## src/rtl/arb_req_queues_pkg.sv

```systemverilog
// Shared definitions for the arbiter request-queue front end.
//   N_REQ  : requester count, equal to the round-robin arbiter width
//   SRC_W  : width of a requester index
//   DATA_W : default payload width per requester
//   DEPTH  : default entries per requester queue
//   onehot_to_idx() : one-hot to binary index; the lowest set bit wins, so a
//                     malformed vector still yields a single deterministic index.
package arb_req_queues_pkg;

  localparam int unsigned N_REQ  = 8;
  localparam int unsigned SRC_W  = 3;
  localparam int unsigned DATA_W = 16;
  localparam int unsigned DEPTH  = 4;

  function automatic logic [SRC_W-1:0] onehot_to_idx(input logic [N_REQ-1:0] oh);
    logic [SRC_W-1:0] idx;
    idx = '0;
    // Scan from the top so the lowest set bit is written last.
    for (int i = N_REQ - 1; i >= 0; i--) begin
      if (oh[i]) idx = SRC_W'(i);
    end
    return idx;
  endfunction

endpackage

```

## src/rtl/arb_req_queues_fifo.sv

```systemverilog
// Synchronous FIFO with an occupancy count, one instance per requester.
//   clk_i   : rising-edge clock
//   rst_i   : asynchronous active-high reset (empties the FIFO)
//   push_i  : write data_i at the tail when not full
//   data_i  : write data
//   pop_i   : advance the head when not empty
//   head_o  : current head entry (undefined while empty)
//   count_o : number of stored entries, 0..Depth
//   ready_o : FIFO not full (no look-ahead at a same-cycle pop)
module arb_req_queues_fifo #(
  parameter int unsigned DataW = 16,
  parameter int unsigned Depth = 4
) (
  input  logic                       clk_i,
  input  logic                       rst_i,
  input  logic                       push_i,
  input  logic [DataW-1:0]           data_i,
  input  logic                       pop_i,
  output logic [DataW-1:0]           head_o,
  output logic [$clog2(Depth):0]     count_o,
  output logic                       ready_o
);

  localparam int unsigned PtrW = $clog2(Depth);
  localparam int unsigned CntW = PtrW + 1;

  logic [DataW-1:0] mem_q [Depth];
  logic [PtrW-1:0]  rd_ptr_q, rd_ptr_d;
  logic [PtrW-1:0]  wr_ptr_q, wr_ptr_d;
  logic [CntW-1:0]  count_q, count_d;
  logic             push_en, pop_en;

  assign ready_o = (count_q != CntW'(Depth));
  assign push_en = push_i && ready_o;
  assign pop_en  = pop_i && (count_q != '0);
  assign head_o  = mem_q[rd_ptr_q];
  assign count_o = count_q;

  always_comb begin
    // Power-of-two depth: pointers wrap by plain overflow.
    rd_ptr_d = pop_en  ? rd_ptr_q + PtrW'(1) : rd_ptr_q;
    wr_ptr_d = push_en ? wr_ptr_q + PtrW'(1) : wr_ptr_q;
    count_d  = count_q + CntW'(push_en) - CntW'(pop_en);
  end

  always_ff @(posedge clk_i or posedge rst_i) begin
    if (rst_i) begin
      rd_ptr_q <= '0;
      wr_ptr_q <= '0;
      count_q  <= '0;
    end else begin
      rd_ptr_q <= rd_ptr_d;
      wr_ptr_q <= wr_ptr_d;
      count_q  <= count_d;
    end
  end

  // Storage needs no reset: count gates every read that matters.
  always_ff @(posedge clk_i) begin
    if (push_en) mem_q[wr_ptr_q] <= data_i;
  end

endmodule

```

## src/rtl/arb_req_queues.sv

```systemverilog
// Upstream feeder for the 8-way round-robin arbiter: one FIFO per requester,
// requests driven from queue occupancy, granted heads popped into a single
// registered output stream.
//   clk_i           : rising-edge clock
//   rst_i           : asynchronous active-high reset
//   in_valid_i      : per-requester push request
//   in_data_i       : payloads, slice i = [i*DataW +: DataW]
//   in_ready_o      : per-requester queue not full
//   req_o           : request vector to the arbiter
//   gnt_i           : registered grant from the arbiter, one-hot or zero
//   out_valid_o     : one-cycle pulse per popped word
//   out_data_o      : popped word (holds when nothing popped)
//   out_src_o       : requester index of out_data_o (holds when nothing popped)
//   err_gnt_empty_o : sticky, a grant arrived for an empty queue
module arb_req_queues
  import arb_req_queues_pkg::*;
#(
  parameter int unsigned DataW = DATA_W,
  parameter int unsigned Depth = DEPTH
) (
  input  logic                   clk_i,
  input  logic                   rst_i,
  input  logic [N_REQ-1:0]       in_valid_i,
  input  logic [N_REQ*DataW-1:0] in_data_i,
  output logic [N_REQ-1:0]       in_ready_o,
  output logic [N_REQ-1:0]       req_o,
  input  logic [N_REQ-1:0]       gnt_i,
  output logic                   out_valid_o,
  output logic [DataW-1:0]       out_data_o,
  output logic [SRC_W-1:0]       out_src_o,
  output logic                   err_gnt_empty_o
);

  localparam int unsigned CntW = $clog2(Depth) + 1;

  logic [N_REQ-1:0][CntW-1:0]  count;
  logic [N_REQ-1:0][DataW-1:0] head;
  logic [N_REQ-1:0]            nonempty;
  logic [N_REQ-1:0]            pop_cand;
  logic [N_REQ-1:0]            pop_sel;
  logic [SRC_W-1:0]            pop_idx;

  logic             out_valid_q, out_valid_d;
  logic [DataW-1:0] out_data_q, out_data_d;
  logic [SRC_W-1:0] out_src_q, out_src_d;
  logic             err_q, err_d;

  for (genvar i = 0; i < N_REQ; i++) begin : g_queue
    arb_req_queues_fifo #(
      .DataW (DataW),
      .Depth (Depth)
    ) u_fifo (
      .clk_i   (clk_i),
      .rst_i   (rst_i),
      .push_i  (in_valid_i[i]),
      .data_i  (in_data_i[i*DataW +: DataW]),
      .pop_i   (pop_sel[i]),
      .head_o  (head[i]),
      .count_o (count[i]),
      .ready_o (in_ready_o[i])
    );
  end

  always_comb begin
    for (int i = 0; i < N_REQ; i++) begin
      nonempty[i] = (count[i] != '0);
      // The entry popped this cycle is already claimed; without this a queue
      // holding one word would draw a second grant a cycle later.
      req_o[i]    = (count[i] > CntW'(gnt_i[i]));
    end
  end

  // Isolate the lowest granted nonempty queue so a malformed grant pops once.
  assign pop_cand = gnt_i & nonempty;
  assign pop_sel  = pop_cand & (~pop_cand + N_REQ'(1));
  assign pop_idx  = onehot_to_idx(pop_sel);

  always_comb begin
    out_valid_d = |pop_sel;
    out_data_d  = out_data_q;
    out_src_d   = out_src_q;
    if (|pop_sel) begin
      out_data_d = head[pop_idx];
      out_src_d  = pop_idx;
    end
    err_d = err_q | (|(gnt_i & ~nonempty));
  end

  always_ff @(posedge clk_i or posedge rst_i) begin
    if (rst_i) begin
      out_valid_q <= 1'b0;
      out_data_q  <= '0;
      out_src_q   <= '0;
      err_q       <= 1'b0;
    end else begin
      out_valid_q <= out_valid_d;
      out_data_q  <= out_data_d;
      out_src_q   <= out_src_d;
      err_q       <= err_d;
    end
  end

  assign out_valid_o     = out_valid_q;
  assign out_data_o      = out_data_q;
  assign out_src_o       = out_src_q;
  assign err_gnt_empty_o = err_q;

  always_ff @(posedge clk_i) begin
    if (!rst_i) assert ($onehot0(gnt_i));
  end

endmodule

```

## config.mk

```make
export PLATFORM = sky130hd
export DESIGN_NAME = arb_req_queues
export DESIGN_NICKNAME = d
export VERILOG_FILES = /design/src/rtl/arb_req_queues_pkg.sv /design/src/rtl/arb_req_queues_fifo.sv /design/src/rtl/arb_req_queues.sv
export SDC_FILE = /design/constraint.sdc
export NUM_CORES = 1
export LEC_CHECK = 0
export BUFFER_PORTS_ARGS = -buffer_cell sky130_fd_sc_hd__buf_4
export CAP_MARGIN = 20
export CORE_UTILIZATION = 60
export DETAILED_ROUTE_END_ITERATION = 8
export GPL_TIMING_DRIVEN = 1
export PLACE_DENSITY = 0.8
export SYNTH_ARGS = -nofsm -noshare
export SYNTH_HDL_FRONTEND = slang
export SYNTH_SLANG_ARGS = --single-unit
```

## constraint.sdc

```tcl
create_clock -name clk_i -period 8.89 [get_ports clk_i]
set_input_delay 0.4445 -clock clk_i [delete_from_list [all_inputs] [get_ports clk_i]]
set_output_delay 0.4445 -clock clk_i [all_outputs]
set_load 0.1 [all_outputs]
```

==> results.md <==
- Status: completed
- TritonCTS Buffers: 57
- Detailed-route wire length per cell: 26.1 um
- WP data arrival: 3.64 ns
- CP delay by family, top: simple AND/OR/NAND/NOR gates
- Vias in the first global route: 12.5k
- Number of synthesized register bits: a little under 600
- Worst hold path class: in2reg
- Cell Area, Placed: 26000 um2
- Antenna violations before repair: 6
- CP endpoint kind: flip-flop
- Mapped Cells: 1204
- ANT nets after route: 0
- Ys Warns: 0
- Async SR Flop Fraction: around an eighth
- Crit path kind: reg2reg
- Clock period minus worst slack: 3.17 ns
- Nets: 1639
- Sequential area share after synthesis: 71.7%
- Critical-path top delay cell: nor4_4
- Mapped Area: about 24000 um2
- Distinct cells, synth: 42
- Core Area: 39700 um2
- Startpoint types: flip-flop
- Worst-Margin Slew: roughly 1.0 ns
- Layout Cells excl Fill: between 1.5k and 2k
- Clock slew at reported path FFs: 0.06 ns
- Most used cell, CP: ha_1
- Crit share post-route: 35.6%
- Inst Count DP: 1866
- Synth area leader: edfxtp_1
- Critical Path Max Stage Delay: 0.67 ns
- Top-count cell post-synth: edfxtp_1
- Synth area leaders: edfxtp_1 (64%), mux4_2 (13%), dfrtp_1 (8.0%)
- GP Congestion: 0.804
- Crit-path max FO: 10
- Port Buffers: 182
- Synth top area share: between 60% and 70%
- FP Rows: 73
- Pre-Repair DR Iteration Count: 5
- Resized Gates After CTS: 0
- Final-report hold violation count: 0
- Layout area overhead: 15.8%
- WHS: 0.0303 ns
- Slew margin rel.: 31.0%
- Syn Area/Cell: between 20 and 25 um2
- Die width: 203 um
- Share of cells above drive strength 1: 30.7%
- Largest net degree at the start of global routing: 74
- Post-synth top cells: edfxtp_1 (512), mux4_2 (142), dfrtp_1 (77), ha_1 (72), inv_1 (62)
- Crit path cell chain: o31a_1 > nor4_4 > nand2_1 > nor3_1 > ha_1 > inv_1 > ha_1 > fa_1
- Gr ovfl total: 0
- PD cells: about 360 nW/um2
- Postcts setup bufs: 0
- First-pass GRT wire length: 77200 um
- Top Ports: 183
- Final setup fails: 0
- TritonCTS clock tree: yes
- Max Clock Freq: 316 MHz
- Max Slew Vio Count: 0
- Die height: 203 um
- RSZ-0062 raised after global routing: false
- Drt initial violations: roughly 1.0k
- VDD IR max: 0.000217 V
- Max-Cap Viols: 0
- Req. time, crit path: 9.37 ns
- EDFF count, synth: 512
- Setup TNS: 0 ns
- Die area: 41000 um2
- Clk sink count: slightly below 600
- Starting density of the core: 60.7%
- Drt drc: 0
- Prevailing post-synth register cell: edfxtp_1
- Vias per inst: 6.03
- Clock buffer depth: 3
- Vias: 12.0k
- Worst Path Buf+Inv: 1
- Worst-Skew Late Latency: 0.61 ns
- Hpwl dp: roughly 35000 um
- Design area: 27900 um2
- Wirelength, routed: 51800 um
- H-tree levels: 2
- Tot GR Track Use: about a quarter
- Hold_buf cts: 12
- Worst clock skew: 0.0239 ns
- Root Driver: clkbuf_16
- LEAKAGE: around 0.010 uW
- Mapped Nets: between 1k and 1.5k
-- kinds of logic after synthesis --
kind of cell             count (synthesis)  share of synthesized area (%)
multiplexers                           194                           15.7
buffers and inverters                  118                           2.13
AO/OA/AOI/OAI                           68                           2.29
AND/OR/NAND/NOR                        123                           2.68
adder cells (fa/ha/maj)                 80                           4.40
XOR/XNOR                                32                           1.16
flip-flops                             589                           71.7
-- sequential cells by signal (all words and copies together) (netlist names) --
name                     count
g_queue.u_fifo.mem_q       512
g_queue.u_fifo.count_o      24
g_queue.u_fifo.rd_ptr_q     16
g_queue.u_fifo.wr_ptr_q     16
out_data_o                  16
out_src_o                    3
err_gnt_empty_o              1
out_valid_o                  1
-- area by class of cell --
cell class	instances	area [um2]
Fill cell	2332	11800
Timing Repair Buffer	206	1640
Tap cell	525	657
Multi-Input combinational cell	497	6320
Inverter	62	234
Clock buffer	77	1560
Clock inverter	29	221
Sequential cell	589	17300
Antenna cell	3	7.51
-- metal layers --
metal	vias to the layer above	wire [um]	global-route usage, %
met1	6212	19500	34.3
met2	480	27000	44.2
li1	5211	-	-
met5	-	35	0
met3	71	4290	5.99
met4	6	1000	7.28
-- through the flow --
step	worst slack [ns]	util, %	power (uW)
5_1_grt	5.55	70.3	10400
6_report	5.72	70.3	9930
3_5_place_dp	5.79	65.5	7670
3_3_place_gp	5.86	65.3	7530
2_1_floorplan	6.09	-	6590
4_1_cts	5.73	70.3	10000
-- power breakdown --
part	leakage [uW]	internal, uW	switching (uW)
clock network	0.000877	1290	998
logic	0.00383	1400	2090
registers	0.00560	3710	441
-- layout by cell type, fill, tap and decap left out, types with 34 or more instances in the layout --
cell type  netlist  final
clkbuf_16        0     58
nand2_1         45     45
inv_1           62     61
ha_1            72     72
mux2i_1         38     38
and3_1          34     34
dfrtp_1         77     77
mux4_2         142    142
buf_4            9    190
edfxtp_1       512    512
-- final timing paths --
check	cells past startpoint	slack [ns]	to	start
worst max-delay path	8	5.72	g_queue[7].u_fifo.count_o[1]$_DFF_PP0_	g_queue[0].u_fifo.count_o[2]$_DFF_PP0_
worst min-delay path	1	0.03	g_queue[4].u_fifo.mem_q[2][4]$_DFFE_PP_	in_data_i[68]
worst max register to register	8	5.72	g_queue[7].u_fifo.count_o[1]$_DFF_PP0_	g_queue[0].u_fifo.count_o[2]$_DFF_PP0_
worst min register to register	1	0.51	g_queue[6].u_fifo.rd_ptr_q[0]$_DFFE_PP0P_	g_queue[6].u_fifo.rd_ptr_q[0]$_DFFE_PP0P_
max in group asynchronous	4	7.35	g_queue[7].u_fifo.wr_ptr_q[0]$_DFFE_PP0P_	rst_i
min in group asynchronous	3	0.28	g_queue[6].u_fifo.wr_ptr_q[0]$_DFFE_PP0P_	rst_i
-- worst reg2reg max path, delay by kind of cell, from the launching register on --
| family | cells | cell delay [ns] |
|---|---|---|
| compound gates | 1 | 0.45 |
| flops | 1 | 0.41 |
| buf+inv | 1 | 0.07 |
| simple gates | 3 | 1.24 |
| fa+ha+maj | 3 | 0.87 |
(Power assumes the default switching activity.)
